$ cat config.mk
export PLATFORM = sky130hd
export DESIGN_NAME = debug_mem_dumper
export DESIGN_NICKNAME = d
export VERILOG_FILES = /design/src/rtl/debug_mem_dumper.sv
export SDC_FILE = /design/constraint.sdc
export NUM_CORES = 1
export LEC_CHECK = 0
export ABC_AREA = 1
export BUFFER_PORTS_ARGS = -buffer_cell sky130_fd_sc_hd__buf_2
export CAP_MARGIN = 20
export CORE_UTILIZATION = 55
export DETAILED_ROUTE_END_ITERATION = 7
export GPL_ROUTABILITY_DRIVEN = 0
export PLACE_DENSITY = 0.81
export SLEW_MARGIN = 20
export SYNTH_ARGS = -nofsm -noshare
export SYNTH_HDL_FRONTEND = slang
export SYNTH_SLANG_ARGS = --single-unit
$ cat constraint.sdc
create_clock -name clk -period 2.6 [get_ports clk]
set_input_delay 0.39 -clock clk [delete_from_list [all_inputs] [get_ports clk]]
set_output_delay 0.39 -clock clk [all_outputs]
set_load 0.01 [all_outputs]
$ cat src/rtl/debug_mem_dumper.sv
// -----------------------------------------------------------------------------
// debug_mem_dumper
//
// Purpose:
//   Debug-side reader for the data memory's debug port. A start command walks
//   a range of word addresses on the memory debug port. Each returned 32-bit
//   word is captured and streamed out as four bytes, least significant byte
//   first, over a valid/ready byte interface toward the debug UART
//   transmitter. The pipeline read/write port of the memory is never touched.
//
// Optional feature (macro DEBUG_DUMP_CHECKSUM_EN):
//   When defined, one extra byte is sent after the last data byte, using the
//   same handshake. Its value is the XOR of every byte sent in this dump. A
//   zero-length dump sends only this byte, with value 0x00. When the macro is
//   undefined, DONE follows the last data byte directly.
//
// Ports:
//   clk           system clock, all logic on posedge
//   rst           asynchronous active-low reset
//   i_start       one-cycle start pulse, ignored while busy or while done pulses
//   i_base_addr   first byte address, sampled on an accepted start
//   i_num_words   number of words to dump, sampled on an accepted start
//   o_debug_addr  registered byte address to the memory debug port
//   i_debug_data  memory debug data, valid one clock after o_debug_addr changes
//   o_tx_data     byte to the transmitter
//   o_tx_valid    byte valid
//   i_tx_ready    transmitter accepts the byte
//   o_busy        high from an accepted start until the done cycle (exclusive)
//   o_done        one-cycle pulse when the dump completes
// -----------------------------------------------------------------------------
module debug_mem_dumper #(
    parameter int DATA_WIDTH = 32,
    parameter int MEM_SIZE   = 64,
    parameter int ADDR_WIDTH = $clog2(MEM_SIZE),
    parameter int CNT_WIDTH  = ADDR_WIDTH - 1
) (
    input  logic                  clk,
    input  logic                  rst,
    input  logic                  i_start,
    input  logic [ADDR_WIDTH-1:0] i_base_addr,
    input  logic [CNT_WIDTH-1:0]  i_num_words,
    output logic [ADDR_WIDTH-1:0] o_debug_addr,
    input  logic [DATA_WIDTH-1:0] i_debug_data,
    output logic [7:0]            o_tx_data,
    output logic                  o_tx_valid,
    input  logic                  i_tx_ready,
    output logic                  o_busy,
    output logic                  o_done
);

    typedef enum logic [2:0] {
        ST_IDLE    = 3'd0,
        ST_WAIT    = 3'd1,
        ST_CAPTURE = 3'd2,
        ST_SEND    = 3'd3,
`ifdef DEBUG_DUMP_CHECKSUM_EN
        ST_CHK     = 3'd4,
`endif
        ST_DONE    = 3'd5
    } state_t;

    state_t                 state_r;
    logic [DATA_WIDTH-1:0]  word_r;
    logic [1:0]             byte_idx_r;
    logic [CNT_WIDTH-1:0]   count_r;
    logic [ADDR_WIDTH-1:0]  debug_addr_r;
    logic [7:0]             tx_data_r;
    logic                   tx_valid_r;
    logic                   busy_r;
    logic                   done_r;
`ifdef DEBUG_DUMP_CHECKSUM_EN
    logic [7:0]             chk_r;
`endif

    logic                   accept_start_s;
    logic                   xfer_s;
    logic [7:0]             next_byte_s;

    // Pick one byte lane of the captured word, lane 0 being the LSB.
    function automatic logic [7:0] select_byte(input logic [DATA_WIDTH-1:0] word,
                                               input logic [1:0]            idx);
        logic [7:0] b;
        case (idx)
            2'd0:    b = word[7:0];
            2'd1:    b = word[15:8];
            2'd2:    b = word[23:16];
            2'd3:    b = word[31:24];
            default: b = 8'h00;
        endcase
        return b;
    endfunction

`ifdef DEBUG_DUMP_CHECKSUM_EN
    // Fold one transferred byte into the running XOR checksum.
    function automatic logic [7:0] fold_checksum(input logic [7:0] acc,
                                                 input logic [7:0] b);
        return acc ^ b;
    endfunction
`endif

    // A start landing on the done-pulse cycle is dropped, so the guard on
    // done_r matters even though the FSM is already back in IDLE.
    assign accept_start_s = i_start && !done_r;
    assign xfer_s         = tx_valid_r && i_tx_ready;
    // Wraps from lane 3 back to lane 0; that value is only used mid-word.
    assign next_byte_s    = select_byte(word_r, byte_idx_r + 2'd1);

    // Dump sequencer: walks the word range and drives all registered outputs.
    always_ff @(posedge clk or negedge rst) begin
        if (!rst) begin
            state_r      <= ST_IDLE;
            word_r       <= {DATA_WIDTH{1'b0}};
            byte_idx_r   <= 2'd0;
            count_r      <= {CNT_WIDTH{1'b0}};
            debug_addr_r <= {ADDR_WIDTH{1'b0}};
            tx_data_r    <= 8'h00;
            tx_valid_r   <= 1'b0;
            busy_r       <= 1'b0;
            done_r       <= 1'b0;
`ifdef DEBUG_DUMP_CHECKSUM_EN
            chk_r        <= 8'h00;
`endif
        end else begin
            // done is a single-cycle pulse; only ST_DONE raises it.
            done_r <= 1'b0;
            case (state_r)
                ST_IDLE: begin
                    if (accept_start_s) begin
                        busy_r  <= 1'b1;
                        count_r <= i_num_words;
`ifdef DEBUG_DUMP_CHECKSUM_EN
                        chk_r   <= 8'h00;
`endif
                        if (i_num_words == {CNT_WIDTH{1'b0}}) begin
`ifdef DEBUG_DUMP_CHECKSUM_EN
                            // Empty dump still emits its (zero) checksum.
                            tx_data_r  <= 8'h00;
                            tx_valid_r <= 1'b1;
                            state_r    <= ST_CHK;
`else
                            state_r    <= ST_DONE;
`endif
                        end else begin
                            debug_addr_r <= i_base_addr;
                            state_r      <= ST_WAIT;
                        end
                    end else begin
                        state_r <= ST_IDLE;
                    end
                end

                // Memory registers the debug read; data is usable next cycle.
                ST_WAIT: begin
                    state_r <= ST_CAPTURE;
                end

                ST_CAPTURE: begin
                    word_r     <= i_debug_data;
                    byte_idx_r <= 2'd0;
                    tx_data_r  <= i_debug_data[7:0];
                    tx_valid_r <= 1'b1;
                    state_r    <= ST_SEND;
                end

                ST_SEND: begin
                    if (xfer_s) begin
`ifdef DEBUG_DUMP_CHECKSUM_EN
                        chk_r <= fold_checksum(chk_r, tx_data_r);
`endif
                        if (byte_idx_r != 2'd3) begin
                            byte_idx_r <= byte_idx_r + 2'd1;
                            tx_data_r  <= next_byte_s;
                        end else begin
                            byte_idx_r <= 2'd0;
                            count_r    <= count_r - CNT_WIDTH'(1);
                            if (count_r != CNT_WIDTH'(1)) begin
                                // Natural width wrap gives the modulo address step.
                                tx_valid_r   <= 1'b0;
                                debug_addr_r <= debug_addr_r + ADDR_WIDTH'(4);
                                state_r      <= ST_WAIT;
                            end else begin
`ifdef DEBUG_DUMP_CHECKSUM_EN
                                // Include the byte leaving on this edge.
                                tx_data_r  <= fold_checksum(chk_r, tx_data_r);
                                tx_valid_r <= 1'b1;
                                state_r    <= ST_CHK;
`else
                                tx_valid_r <= 1'b0;
                                state_r    <= ST_DONE;
`endif
                            end
                        end
                    end else begin
                        // Back-pressure: data and valid hold stable.
                        state_r <= ST_SEND;
                    end
                end

`ifdef DEBUG_DUMP_CHECKSUM_EN
                ST_CHK: begin
                    if (xfer_s) begin
                        tx_valid_r <= 1'b0;
                        state_r    <= ST_DONE;
                    end else begin
                        state_r <= ST_CHK;
                    end
                end
`endif

                ST_DONE: begin
                    done_r     <= 1'b1;
                    busy_r     <= 1'b0;
                    tx_valid_r <= 1'b0;
                    state_r    <= ST_IDLE;
                end

                default: begin
                    tx_valid_r <= 1'b0;
                    busy_r     <= 1'b0;
                    state_r    <= ST_IDLE;
                end
            endcase
        end
    end

    assign o_debug_addr = debug_addr_r;
    assign o_tx_data    = tx_data_r;
    assign o_tx_valid   = tx_valid_r;
    assign o_busy       = busy_r;
    assign o_done       = done_r;

endmodule

Word-level counts from Yosys, hierarchy flattened:

Index checks and enable logic that the tools add are counted.

* bits of input ports: 47
* word-level logic and storage cells: 75
* register bits after elaboration: 59
* output and inout port bits: 17

* reduce and logical (&&, ||, !) cells: 16
* $add $sub $neg: 3
* multiplexer cells: 29
* equality and inequality tests: 16
* bitwise logic cells: 2

Operators by type and width (number)
* case mux 8 bit (4 select lines): 1
* two-way mux 6 bit: 5
* two-way mux 8 bit: 2
* case mux 8 bit (2 select lines): 1
* two-way mux 3 bit: 5
* two-way mux 5 bit: 3
* != test 2 bit, second input constant: 7
* case mux 3 bit (4 select lines): 1
* case mux 6 bit (2 select lines): 1
* case mux 5 bit (2 select lines): 1
* adder 6 x 3 -> 6 bit, second input constant: 1
* equality test 3 x 2 -> 1 bit, second input constant: 2
* AND reduction 3 bit: 2
* AND reduction 6 bit: 1
* zero test 5 bit: 1
* != test 5 x 1 -> 1 bit, second input constant: 1
* subtractor 5 x 1 -> 5 bit, second input constant: 1
* equality test 2 bit, second input constant: 2
* two-way mux 1 bit: 4
* two-way mux 2 bit: 2
* case mux 2 bit (2 select lines): 1
* AND reduction 2 bit: 2
* AND reduction 4 bit: 1
* nonzero test 2 bit: 2
* other kinds (14): 16

Depth between registers and ports, before layout:

* depth after elaboration: 6
* depth in mapped cells: 9

Worst setup path after synthesis:

Ideal clock, no wire load.

* path type: register -> register
* start point: register byte_idx_r[0]
* end point: register tx_data_r[0] (netlist: o_tx_data[0])
* period minus slack after synthesis: 1389 ps
* slack: 1211 ps
* data arrival time: 1272 ps
* stages on the path, launching flop included: 9
* setup time: 117 ps
* cell sequence: dfrtp_1 ha_1 inv_1 buf_2 nand4_1 nand2_1 o21ai_0 nand2_1 nand2_1

* longest elaborated chain between the ends: 6
* elaborated cells on any way between the ends: 12
* those cells by class: add/sub: 1; eq/ne: 5; mux: 4; reduce/logical: 2

Ends and longest elaborated chain
* from (decl): RTL line 64 `logic [1:0] byte_idx_r;`
* from (signal assigned): RTL line 171 `byte_idx_r <= byte_idx_r + 2'd1;`
* adder 2 x 1 -> 2 bit: RTL line 106 `assign next_byte_s = select_byte(word_r, byte_idx_r + 2'd1);`
* equality test 2 bit (tied with other cells): RTL line 83 `case (idx)`
* case mux 8 bit (4 select lines): RTL line 83
* two-way mux 8 bit: RTL line 170 `if (byte_idx_r != 2'd3) begin`
* two-way mux 8 bit: RTL line 166 `if (xfer_s) begin`
* case mux 8 bit (2 select lines): RTL line 126 `case (state_r)`
* to (signal assigned): RTL line 160 `tx_data_r <= i_debug_data[7:0];`
* to (signal assigned): RTL line 172 `tx_data_r <= next_byte_s;`
* to (decl): RTL line 67 `logic [7:0] tx_data_r;`

Several ways; a longest one is shown, not always the timed one. The select of a mux whose other input is x is not followed.
A chain may end at the register's enable or synchronous reset.

Final worst setup path:

* start point: register state_r[2]
* end point: register tx_data_r[0] (netlist: o_tx_data[0])

* longest elaborated chain between the ends: 3
* elaborated cells on any way between the ends: 7
* those cells by class: eq/ne: 4; mux: 1; reduce/logical: 2

Ends and longest elaborated chain
* from (decl): RTL line 62 `state_t state_r;`
* from (signal assigned): RTL line 111 `state_r <= ST_IDLE;`
* from (signal assigned): RTL line 141 `state_r <= ST_DONE;`
* from (signal assigned): RTL line 145 `state_r <= ST_WAIT;`
* equality test 3 x 2 -> 1 bit: RTL line 126
* != test 2 bit (no line) or nonzero test 2 bit (tied branches)
* AND reduction 3 bit (no line)

Several ways; a longest one is shown, not always the timed one.

==> reports/qor.yml <==
run_status:
  status: "finished clean"
logic_synthesis:
  ys_top_cells_by_count: "195 x nand2_1, 59 x dfrtp_1, 27 x inv_1, 25 x nor2_1, 25 x o21ai_0"
  synth_edf_count: 0
  ys_ff_latch: 59
  syn_avg_cell_area_um2: 7.40
  synth_area_mm2: 0.00293
  synth_top_area_cell: "dfrtp_1"
  synth_fp_nets: 450
  synth_cell_type_count: 22
  yosysWarnings: 0
  ys.flop_type: "dfrtp_1"
  yosysMostFrequentCell: "nand2_1"
  synth-seq-area-share_pct: 50.4
  ys_async_sr_fraction_pct: 100
  synth.area.top_cells: "dfrtp_1 50%, nand2_1 25%, o21ai_0 4.3%"
  synthCells: 396
  yosys.area.top_type_share_pct: 50.4
timing:
  drv_slew: 0
  rsz0062_at_grt: "no"
  fin_skew_ns: 0.00643
  setup_violations: 0
  fin_crit_ns: 2.08
  worst_pin_slew_ns: 0.639
  slew-limit-headroom_pct: 57.2
  fin_setup_tns_ns: 0
  setup_slack_ns: 0.520
  fin_crit_sh_pct: 80.0
  fmax_mhz: 481
  hold_slack_ns: 0.0390
  finalHoldViolCount: 0
cells_and_area:
  layout-drive-gt1-share_pct: 18.8
  finalCoreUtilization_pct: 69.4
  syn_to_final_growth_pct: 20.9
  nets: 513
  final_area_mm2: 0.00354
  diodes: 0
power:
  power_switching_uw: 1860
  power.internal_uw: 2660
  irDropWorstVdd_mv: 0.717
  switching_share_pct: 41.2
  p_leak_uw: 0.00200
  power.share.combinational_pct: 41.6
  pwr-share-seq_pct: 36.0
  clockPowerShare_pct: 22.4
  power-per-cell-area_mw_per_mm2: 1280
setup_path:
  cp_slowest_stage_delay_ns: 0.48
  cp_slowest_cell: "inv_1"
  crit_path_start_kind: "flop"
  crit_path_end: "o_tx_data[0]"
  worst-path-max-fanout: 14
  end_kind: "flop"
  r2r_end: "o_tx_data[0]"
  reg2reg_slack_ns: 0.52
  cp.arrival_ns: 2.30
  crit_start: "state_r[2]"
  crit_type: "reg -> reg"
  r2r-start: "state_r[2]"
  rr_worst_depth: 8
  cp.required_ns: 2.82
  path_cells: "inv_2, nand3_2, inv_1, nand3_2, nand2_2, inv_2, nand2_1, nand2_1"
global_route:
  track_usage_pct: 25.9
  grt_max_degree: 60
  grt-busiest-layer: "met2"
  grt_pass1_vias: 2500
  globalRouteMet1Util_pct: 32.5
  gr-total-overflow: 0
  use_met2_pct: 42.5
  antenna_found_initial: 0
  grt_pass1_wl_um: 10700
  grtUsageMet3_pct: 4.82
route:
  ant_nets: 0
  vias_per_cell: 4.98
  num_vias: 2658
  first_pass_iters: 6
  finalWirelength_um: 6570
  drt_iter0_markers: 126
  wl_per_cell_um: 12.3
  drcViolationCount: 0
clocking:
  cts_buffers: 9
  clk_pin_slew_ns: 0.07
  clock_latency_ns: 0.33
  ctsRootBufferMaster: "clkbuf_8"
  htreeDepth: 3
  post_cts_resize_count: 0
  cts_hold_buffers: 0
  cts_sinks: 59
  cts_tree: "yes"
  cts_setup_buffers: 0
  cts_max_path_buffers: 2
floorplan:
  io_pins: 64
  num_rows: 26
  initial_utilization_pct: 57.4
  die_area_mm2: 0.00563
  fp.dieW_um: 75.0
  coreArea_mm2: 0.00511
  die_y_um: 75.0
placement:
  portBuffers: 63
  post-place-ws_ns: 0.597
  hpwlAfterDp_um: 4500
  placed_cell_area_mm2: 0.00330
hold_path:
  hold_path.class: "in -> async"
flow_run:
  max-cap-violations: 0
-- metrics by stage --
step | cells | power [uW]
2_1_floorplan | 396 | 2970
3_5_place_dp | 518 | 3490
3_3_place_gp | 518 | 3420
6_report | 534 | 4530
4_1_cts | 534 | 4530
5_1_grt | 534 | 4930
-- power groups by stage --
stage	Combinational, uW	Sequential [uW]	Clock (uW)
2_1_floorplan	1350	1620	0
3_3_place_gp	1810	1610	0
3_5_place_dp	1860	1630	0
4_1_cts	1880	1620	1030
5_1_grt	2180	1670	1070
6_report	1880	1630	1010
-- layer usage --
metal | wire [um] | vias up
li1 | - | 1361
met1 | 3100 | 1206
met2 | 3090 | 81
met3 | 268 | 10
met4 | 104 | 0
met5 | 0 | -
-- sequential cells by signal, summed over array words and instances, names as in the netlist --
name          cells
word_r           32
o_tx_data         8
o_debug_addr      6
count_r           5
state_r           3
byte_idx_r        2
o_busy            1
o_done            1
o_tx_valid        1
-- cell usage in the layout, fill, tap and decap left out --
master,n
nand2_1,195
buf_2,63
dfrtp_1,59
inv_1,27
nor2_1,25
o21ai_0,25
nand3_1,17
nand4_1,10
clkbuf_8,10
ha_1,7
a21oi_1,4
o21ai_1,3
bufinv_16,3
inv_2,2
nand3_2,2
clkinv_2,2
buf_4,2
nor3_1,1
nor2_2,1
clkinv_1,1
nand2_2,1
o21bai_1,1
xnor2_1,1
clkbuf_1,1
buf_12,1
-- cells by family (layout without fill, tap and decap cells) --
family	count (synthesis)	in the layout	synth area share [%]
compound gates	33	33	5.72
buf+inv	44	112	6.15
flops	59	59	50.4
xor+xnor	1	1	0.299
fa+ha+maj	7	7	2.99
simple gates	252	252	34.5
-- worst min path at each step --
| stage | start | endpoint | slack [ns] |
|---|---|---|---|
| 2_1_floorplan | rst | byte_idx_r[0] | 0.09 |
| 3_3_place_gp | rst | count_r[0] | 0.42 |
| 3_5_place_dp | rst | o_debug_addr[1] | 0.42 |
| 4_1_cts | rst | o_debug_addr[1] | 0.06 |
| 5_1_grt | rst | o_debug_addr[0] | 0.07 |
| 6_report | rst | o_debug_addr[0] | 0.04 |
-- critical path, delay by kind of cell (launching register included) --
family	cells	cell delay [ns]
buf+inv	3	0.74
flops	1	0.39
simple gates	5	0.83
-- area by class of cell --
type / count / area (um^2)
Fill cell: 419 / 1560
Sequential cell: 59 / 1480
Multi-Input combinational cell: 293 / 1270
Timing Repair Buffer: 66 / 350
Clock buffer: 11 / 141
Inverter: 30 / 113
Clock inverter: 5 / 100
Tap cell: 70 / 87.6
(Power assumes the default switching activity.)
